**config.mk**
```make
export PLATFORM = sky130hd
export DESIGN_NAME = uart_rx_core_flat
export DESIGN_NICKNAME = d
export VERILOG_FILES = /design/src/rtl/uart_pkg.sv /design/src/rtl/uart_rx_core_if.sv /design/src/rtl/uart_rx_sync.sv /design/src/rtl/uart_rx_core.sv /design/src/flat_wrapper.sv
export SDC_FILE = /design/constraint.sdc
export NUM_CORES = 1
export LEC_CHECK = 0
export BUFFER_PORTS_ARGS = -buffer_cell sky130_fd_sc_hd__buf_2
export CAP_MARGIN = 20
export CORE_MARGIN = 8
export CORE_UTILIZATION = 60
export CTS_CLUSTER_DIAMETER = 80
export DETAILED_ROUTE_END_ITERATION = 12
export GPL_ROUTABILITY_DRIVEN = 0
export GPL_TIMING_DRIVEN = 0
export PLACE_DENSITY_LB_ADDON = 0.05
export SYNTH_ARGS = -nofsm -noshare
export SYNTH_HDL_FRONTEND = slang
export SYNTH_SLANG_ARGS = --single-unit
```
**constraint.sdc**
```tcl
create_clock -name clk -period 3.3 [get_ports clk]
set_clock_uncertainty 0.2 [all_clocks]
set_input_delay 0.33 -clock clk [delete_from_list [all_inputs] [get_ports clk]]
set_output_delay 0.33 -clock clk [all_outputs]
set_load 0.005 [all_outputs]
```
**src/rtl/uart_pkg.sv**
```systemverilog
// Types and defaults shared by the UART receive and transmit sides.
// Pure declarations: no logic, no latency, no flow control.
package uart_pkg;
    localparam int UART_DATA_BITS  = 8;
    localparam int UART_OVERSAMPLE = 16;

    typedef enum logic [2:0] {
        IDLE,
        START,
        DATA,
        STOP,
        BREAK
    } rx_state_t;
endpackage

```
**src/rtl/uart_rx_core_if.sv**
```systemverilog
// Byte delivery bus from the UART receiver: valid/ready data path plus error pulses.
// The master holds data_out/data_valid until the slave raises data_ready.
interface uart_rx_core_if #(
    parameter int DATA_BITS = 8
);
    logic [DATA_BITS-1:0] data_out;
    logic                 data_valid;
    logic                 data_ready;
    logic                 frame_err;
    logic                 overrun_err;

    modport master (
        output data_out, data_valid, frame_err, overrun_err,
        input  data_ready
    );

    modport slave (
        input  data_out, data_valid, frame_err, overrun_err,
        output data_ready
    );
endinterface

```
**src/rtl/uart_rx_sync.sv**
```systemverilog
// Metastability synchroniser for the async rx pin; SYNC_STAGES cycles latency, no backpressure.
// Presets to 1 (line idle) so reset never looks like a start bit.
module uart_rx_sync #(
    parameter int SYNC_STAGES = 2
) (
    input  logic clk,
    input  logic reset,
    input  logic rx,
    output logic rx_s
);
    logic [SYNC_STAGES-1:0] sync_ff;

    always_ff @(posedge clk) begin
        if (!reset) sync_ff <= '1;
        else        sync_ff <= {sync_ff[SYNC_STAGES-2:0], rx};
    end

    assign rx_s = sync_ff[SYNC_STAGES-1];
endmodule

```
**src/rtl/uart_rx_core.sv**
```systemverilog
// 8N1 UART receiver: byte valid 1 clk after the mid-stop sample (sync + 9.5 bit periods from start edge).
// Holds the byte until data_ready; a byte finishing while the previous is still pending is dropped with overrun_err.
module uart_rx_core
    import uart_pkg::*;
#(
    parameter int DATA_BITS   = UART_DATA_BITS,
    parameter int OVERSAMPLE  = UART_OVERSAMPLE,
    parameter int SYNC_STAGES = 2
) (
    input  logic                  clk,
    input  logic                  reset,
    input  logic                  tick,
    input  logic                  rx,
    uart_rx_core_if.master        bus
);
    localparam int TW = $clog2(OVERSAMPLE);
    localparam int BW = $clog2(DATA_BITS + 1);
    localparam logic [TW-1:0] HALF_LAST = TW'(OVERSAMPLE / 2 - 1);
    localparam logic [TW-1:0] FULL_LAST = TW'(OVERSAMPLE - 1);
    localparam logic [BW-1:0] LAST_BIT  = BW'(DATA_BITS - 1);

    logic                 rx_s;
    rx_state_t            state_q, state_d;
    logic [TW-1:0]        tick_cnt;
    logic [BW-1:0]        bit_cnt;
    logic [DATA_BITS-1:0] shift_reg;
    logic                 half_done, full_done;
    logic                 sample_bit, deliver, frame_bad;

    uart_rx_sync #(.SYNC_STAGES(SYNC_STAGES)) u_sync (
        .clk  (clk),
        .reset(reset),
        .rx   (rx),
        .rx_s (rx_s)
    );

    assign half_done = tick && (tick_cnt == HALF_LAST);
    assign full_done = tick && (tick_cnt == FULL_LAST);

    always_ff @(posedge clk) begin
        if (!reset) state_q <= IDLE;
        else        state_q <= state_d;
    end

    always_comb begin
        state_d = state_q;
        unique case (state_q)
            IDLE:    if (!rx_s)     state_d = START;
            START:   if (half_done) state_d = rx_s ? IDLE : DATA;
            DATA:    if (full_done && bit_cnt == LAST_BIT) state_d = STOP;
            STOP:    if (full_done) state_d = rx_s ? IDLE : BREAK;
            BREAK:   if (rx_s)      state_d = IDLE;
            default:                state_d = IDLE;
        endcase
    end

    always_comb begin
        sample_bit = 1'b0;
        deliver    = 1'b0;
        frame_bad  = 1'b0;
        if (state_q == DATA && full_done) sample_bit = 1'b1;
        if (state_q == STOP && full_done) begin
            deliver   = rx_s;
            frame_bad = !rx_s;
        end
    end

    // Counters restart on every state change so each state measures from its own entry.
    always_ff @(posedge clk) begin
        if (!reset) begin
            tick_cnt  <= '0;
            bit_cnt   <= '0;
            shift_reg <= '0;
        end else begin
            if (state_d != state_q) begin
                tick_cnt <= '0;
                bit_cnt  <= '0;
            end else if (tick) begin
                if (tick_cnt == FULL_LAST) begin
                    tick_cnt <= '0;
                    if (state_q == DATA) bit_cnt <= bit_cnt + BW'(1);
                end else begin
                    tick_cnt <= tick_cnt + TW'(1);
                end
            end
            if (sample_bit) shift_reg <= {rx_s, shift_reg[DATA_BITS-1:1]};
        end
    end

    always_ff @(posedge clk) begin
        if (!reset) begin
            bus.data_out    <= '0;
            bus.data_valid  <= 1'b0;
            bus.frame_err   <= 1'b0;
            bus.overrun_err <= 1'b0;
        end else begin
            bus.frame_err   <= frame_bad;
            bus.overrun_err <= deliver && bus.data_valid && !bus.data_ready;
            if (deliver && (!bus.data_valid || bus.data_ready)) begin
                bus.data_out   <= shift_reg;
                bus.data_valid <= 1'b1;
            end else if (bus.data_valid && bus.data_ready) begin
                bus.data_valid <= 1'b0;
            end
        end
    end
endmodule

```
**src/flat_wrapper.sv**
```systemverilog
// flat-port wrapper written by rule: the top's interface ports become plain ports
module uart_rx_core_flat import uart_pkg::*;
#(
    parameter int DATA_BITS   = UART_DATA_BITS,
    parameter int OVERSAMPLE  = UART_OVERSAMPLE,
    parameter int SYNC_STAGES = 2
)
  (clk, reset, tick, rx, bus_data_out, bus_data_valid, bus_frame_err, bus_overrun_err, bus_data_ready);
  uart_rx_core_if #(.DATA_BITS(DATA_BITS)) bus_i ();
  input  logic clk;
  input  logic reset;
  input  logic tick;
  input  logic rx;
  output wire logic [$bits(bus_i.data_out)-1:0] bus_data_out;
  output wire logic [$bits(bus_i.data_valid)-1:0] bus_data_valid;
  output wire logic [$bits(bus_i.frame_err)-1:0] bus_frame_err;
  output wire logic [$bits(bus_i.overrun_err)-1:0] bus_overrun_err;
  input wire logic [$bits(bus_i.data_ready)-1:0] bus_data_ready;
  assign bus_data_out = bus_i.data_out;
  assign bus_data_valid = bus_i.data_valid;
  assign bus_frame_err = bus_i.frame_err;
  assign bus_overrun_err = bus_i.overrun_err;
  assign bus_i.data_ready = bus_data_ready;
  uart_rx_core #(.DATA_BITS(DATA_BITS), .OVERSAMPLE(OVERSAMPLE), .SYNC_STAGES(SYNC_STAGES)) u_core (.clk(clk), .reset(reset), .tick(tick), .rx(rx), .bus(bus_i));
endmodule
```
==> flow_summary.json <==
{
  "die_x_um": 63.90,
  "ys_seq_elements": 32,
  "path_class": "reg -> reg",
  "coreArea_um2": 2191,
  "grt_usage": 0.1337,
  "vias_per_cell": 5.505,
  "ys_seq_area_frac": 0.4655,
  "start_kind": "register",
  "syn_area_um2": 1376,
  "leakage_uw": 0.0006698,
  "die_area_um2": 4083,
  "syn-num-nets": 144,
  "numCtsBuffers": 5,
  "clk_pin_slew_worst_paths_ns": 0.10,
  "setup_slack_ns": 1.341,
  "postSynthAreaPerCell_um2": 10.05,
  "cp_cell_sequence": "ha_1, and4_4, nand4_2, mux2i_1, nor2_1",
  "yosys_warnings": 0,
  "start_util": 0.6282,
  "fill_cells": 173,
  "ys_async_sr_fraction": 0,
  "nets": 166,
  "num_rows": 17,
  "final-hold-violation-count": 0,
  "drc_errors": 0,
  "area_delta_synth_final_pct": 15.27,
  "io-pin-count": 16,
  "rsz0062_at_grt": "no",
  "crit_slowest_cell": "dfxtp_1",
  "grt_pass1_vias": 1008,
  "synth_edf_count": 0,
  "synth-main-ff-cell": "dfxtp_1",
  "gr-total-overflow": 0,
  "fmax_mhz": 510.5,
  "finalMaxSlewViolations": 0,
  "drtIter0Drc": 21,
  "routed_wl_um": 2571,
  "seq_area_um2": 640.6,
  "post_drt_wl_per_cell_um": 13.68,
  "period_minus_slack_ns": 1.959,
  "crit_path_max_incr_delay_ns": 0.41,
  "clock_path_buffers": 2,
  "cts_root_buf": "clkbuf_4",
  "drt_pass1_iterations": 4,
  "ant_nets": 0,
  "pwr_density_cell_nw_per_um2": 489.2,
  "synth.distinct_cells": 33,
  "max_slew_margin": 0.7011,
  "n_antenna_cell": 0,
  "fin_crit_sh": 0.5936,
  "cp_max_fo": 8,
  "cts_tree": "yes",
  "postSynthCellCount": 137,
  "required_ns": 3.30,
  "multi_input_area_um2": 683.2,
  "fin_setup_tns_ns": 0,
  "grt_pass1_wl_um": 4443,
  "portBuffers": 14,
  "antenna_found_initial": 0,
  "vias": 1035,
  "ir_drop_uv": 420.1,
  "hold_path_class": "in -> reg",
  "dpl_worst_slack_ns": 1.355,
  "arrival_ns": 1.96,
  "clkLatencyLatePin_ns": 0.32,
  "die_h_um": 63.90,
  "status": "completed",
  "drive_gt1_frac": 0.2313,
  "worst_pin_slew_ns": 0.4484,
  "dp_hpwl_um": 1796,
  "cts.sink_count": 32,
  "setup_viol": 0,
  "grt_max_degree": 11,
  "drv_cap": 0,
  "postCtsSetupRepairBufs": 0,
  "critPathCaptureType": "register",
  "h-tree-depth": 2
}
[cell type report]
cell class | instances | area share
sequential | 32 | 0.4038
timing repair buffer | 15 | 0.05047
tap | 28 | 0.02208
multi-input combinational | 96 | 0.4306
buffer | 7 | 0.02839
inverter | 2 | 0.004732
clock buffer | 7 | 0.04101
clock inverter | 1 | 0.01893
[stage by stage]
stage / power, uW / area, um^2 / hold WS [ns] / instances / utilization
floorplan: 438.5 / 1376 / 0.1863 / 137 / -
global placement: 448.4 / 1481 / 0.1963 / 179 / 0.6762
detailed placement: 450.3 / 1481 / 0.2164 / 179 / 0.6762
CTS: 776.1 / 1587 / 0.009825 / 188 / 0.7242
global route: 802.8 / 1587 / 0.01143 / 188 / 0.7242
finish: 776.1 / 1587 / 0.01267 / 188 / 0.7242
[repair_timing]
item | CTS | global route
hold buffers | 1 | 0
endpoints found under the setup margin | 0 | 0
resized for setup | 0 | 0
endpoints found under the hold margin | 1 | 0
[kinds of logic after synthesis]
logic type / Yosys count / share of synthesized area
flops: 32 / 0.4655
xor+xnor: 4 / 0.02546
mux: 19 / 0.1382
simple gates: 56 / 0.2382
buf+inv: 9 / 0.03818
compound gates: 15 / 0.07636
fa+ha+maj: 2 / 0.01818
[cells in the mapped netlist, types with 3 or more instances]
library cell	number	area share
nand4_2	3	0.027
nor3_1	9	0.033
buf_2	3	0.011
nand2b_1	6	0.027
nand2_1	3	0.0082
nand3_1	4	0.015
nor2_1	19	0.052
a21oi_1	5	0.018
dfxtp_1	32	0.47
mux2i_1	19	0.14
[layout by cell type (no fill, tap or decap), types with 2 or more instances in the layout]
cell type	synthesis	layout
nand2b_1	6	6
dfxtp_1	32	32
nand4_2	3	3
clkbuf_1	2	2
clkbuf_8	0	2
buf_2	3	17
ha_1	2	2
nor3_2	2	2
nor3_1	9	9
mux2i_1	19	19
nor4_2	2	2
nand3_1	4	4
clkbuf_4	0	5
xor2_1	2	2
xnor2_1	2	2
a21oi_1	5	5
nand2_1	3	3
a31oi_1	2	2
and3b_1	2	2
nor2b_1	2	2
inv_1	2	2
nor2_1	19	19
buf_6	2	2
[worst max-delay path: cells and delay by family, from the launching register on]
| family | cells | cell delay, ns |
|---|---|---|
| DFF | 1 | 0.41 |
| muxes | 1 | 0.26 |
| adders and majority gates | 1 | 0.30 |
| and+or+nand+nor | 3 | 0.68 |
[report_power, final]
group | internal (uW) | switching (uW)
Sequential | 391 | 4.25
Combinational | 16.7 | 31.2
Clock | 201 | 132
Total | 609 | 167
[routing by layer]
layer,routed length (um),vias up,track usage,share of wire
li1,-,528,-,-
met1,1182,479,0.1512,0.46
met2,1203,21,0.2171,0.47
met3,127,7,0.05226,0.049
met4,58,0,0.06128,0.023
met5,0,-,0,0
[final timing paths]
check                            from                        to  slack [ns]  depth (start not counted)
max                u_core.tick_cnt[0]    u_core.bus.data_out[4]        1.34                          5
min                             reset  u_core.u_sync.sync_ff[0]        0.01                          2
max reg2reg        u_core.tick_cnt[0]    u_core.bus.data_out[4]        1.34                          5
min reg2reg  u_core.u_sync.sync_ff[0]  u_core.u_sync.sync_ff[1]        0.24                          1
Note: power is estimated with default switching activity, not from simulation.
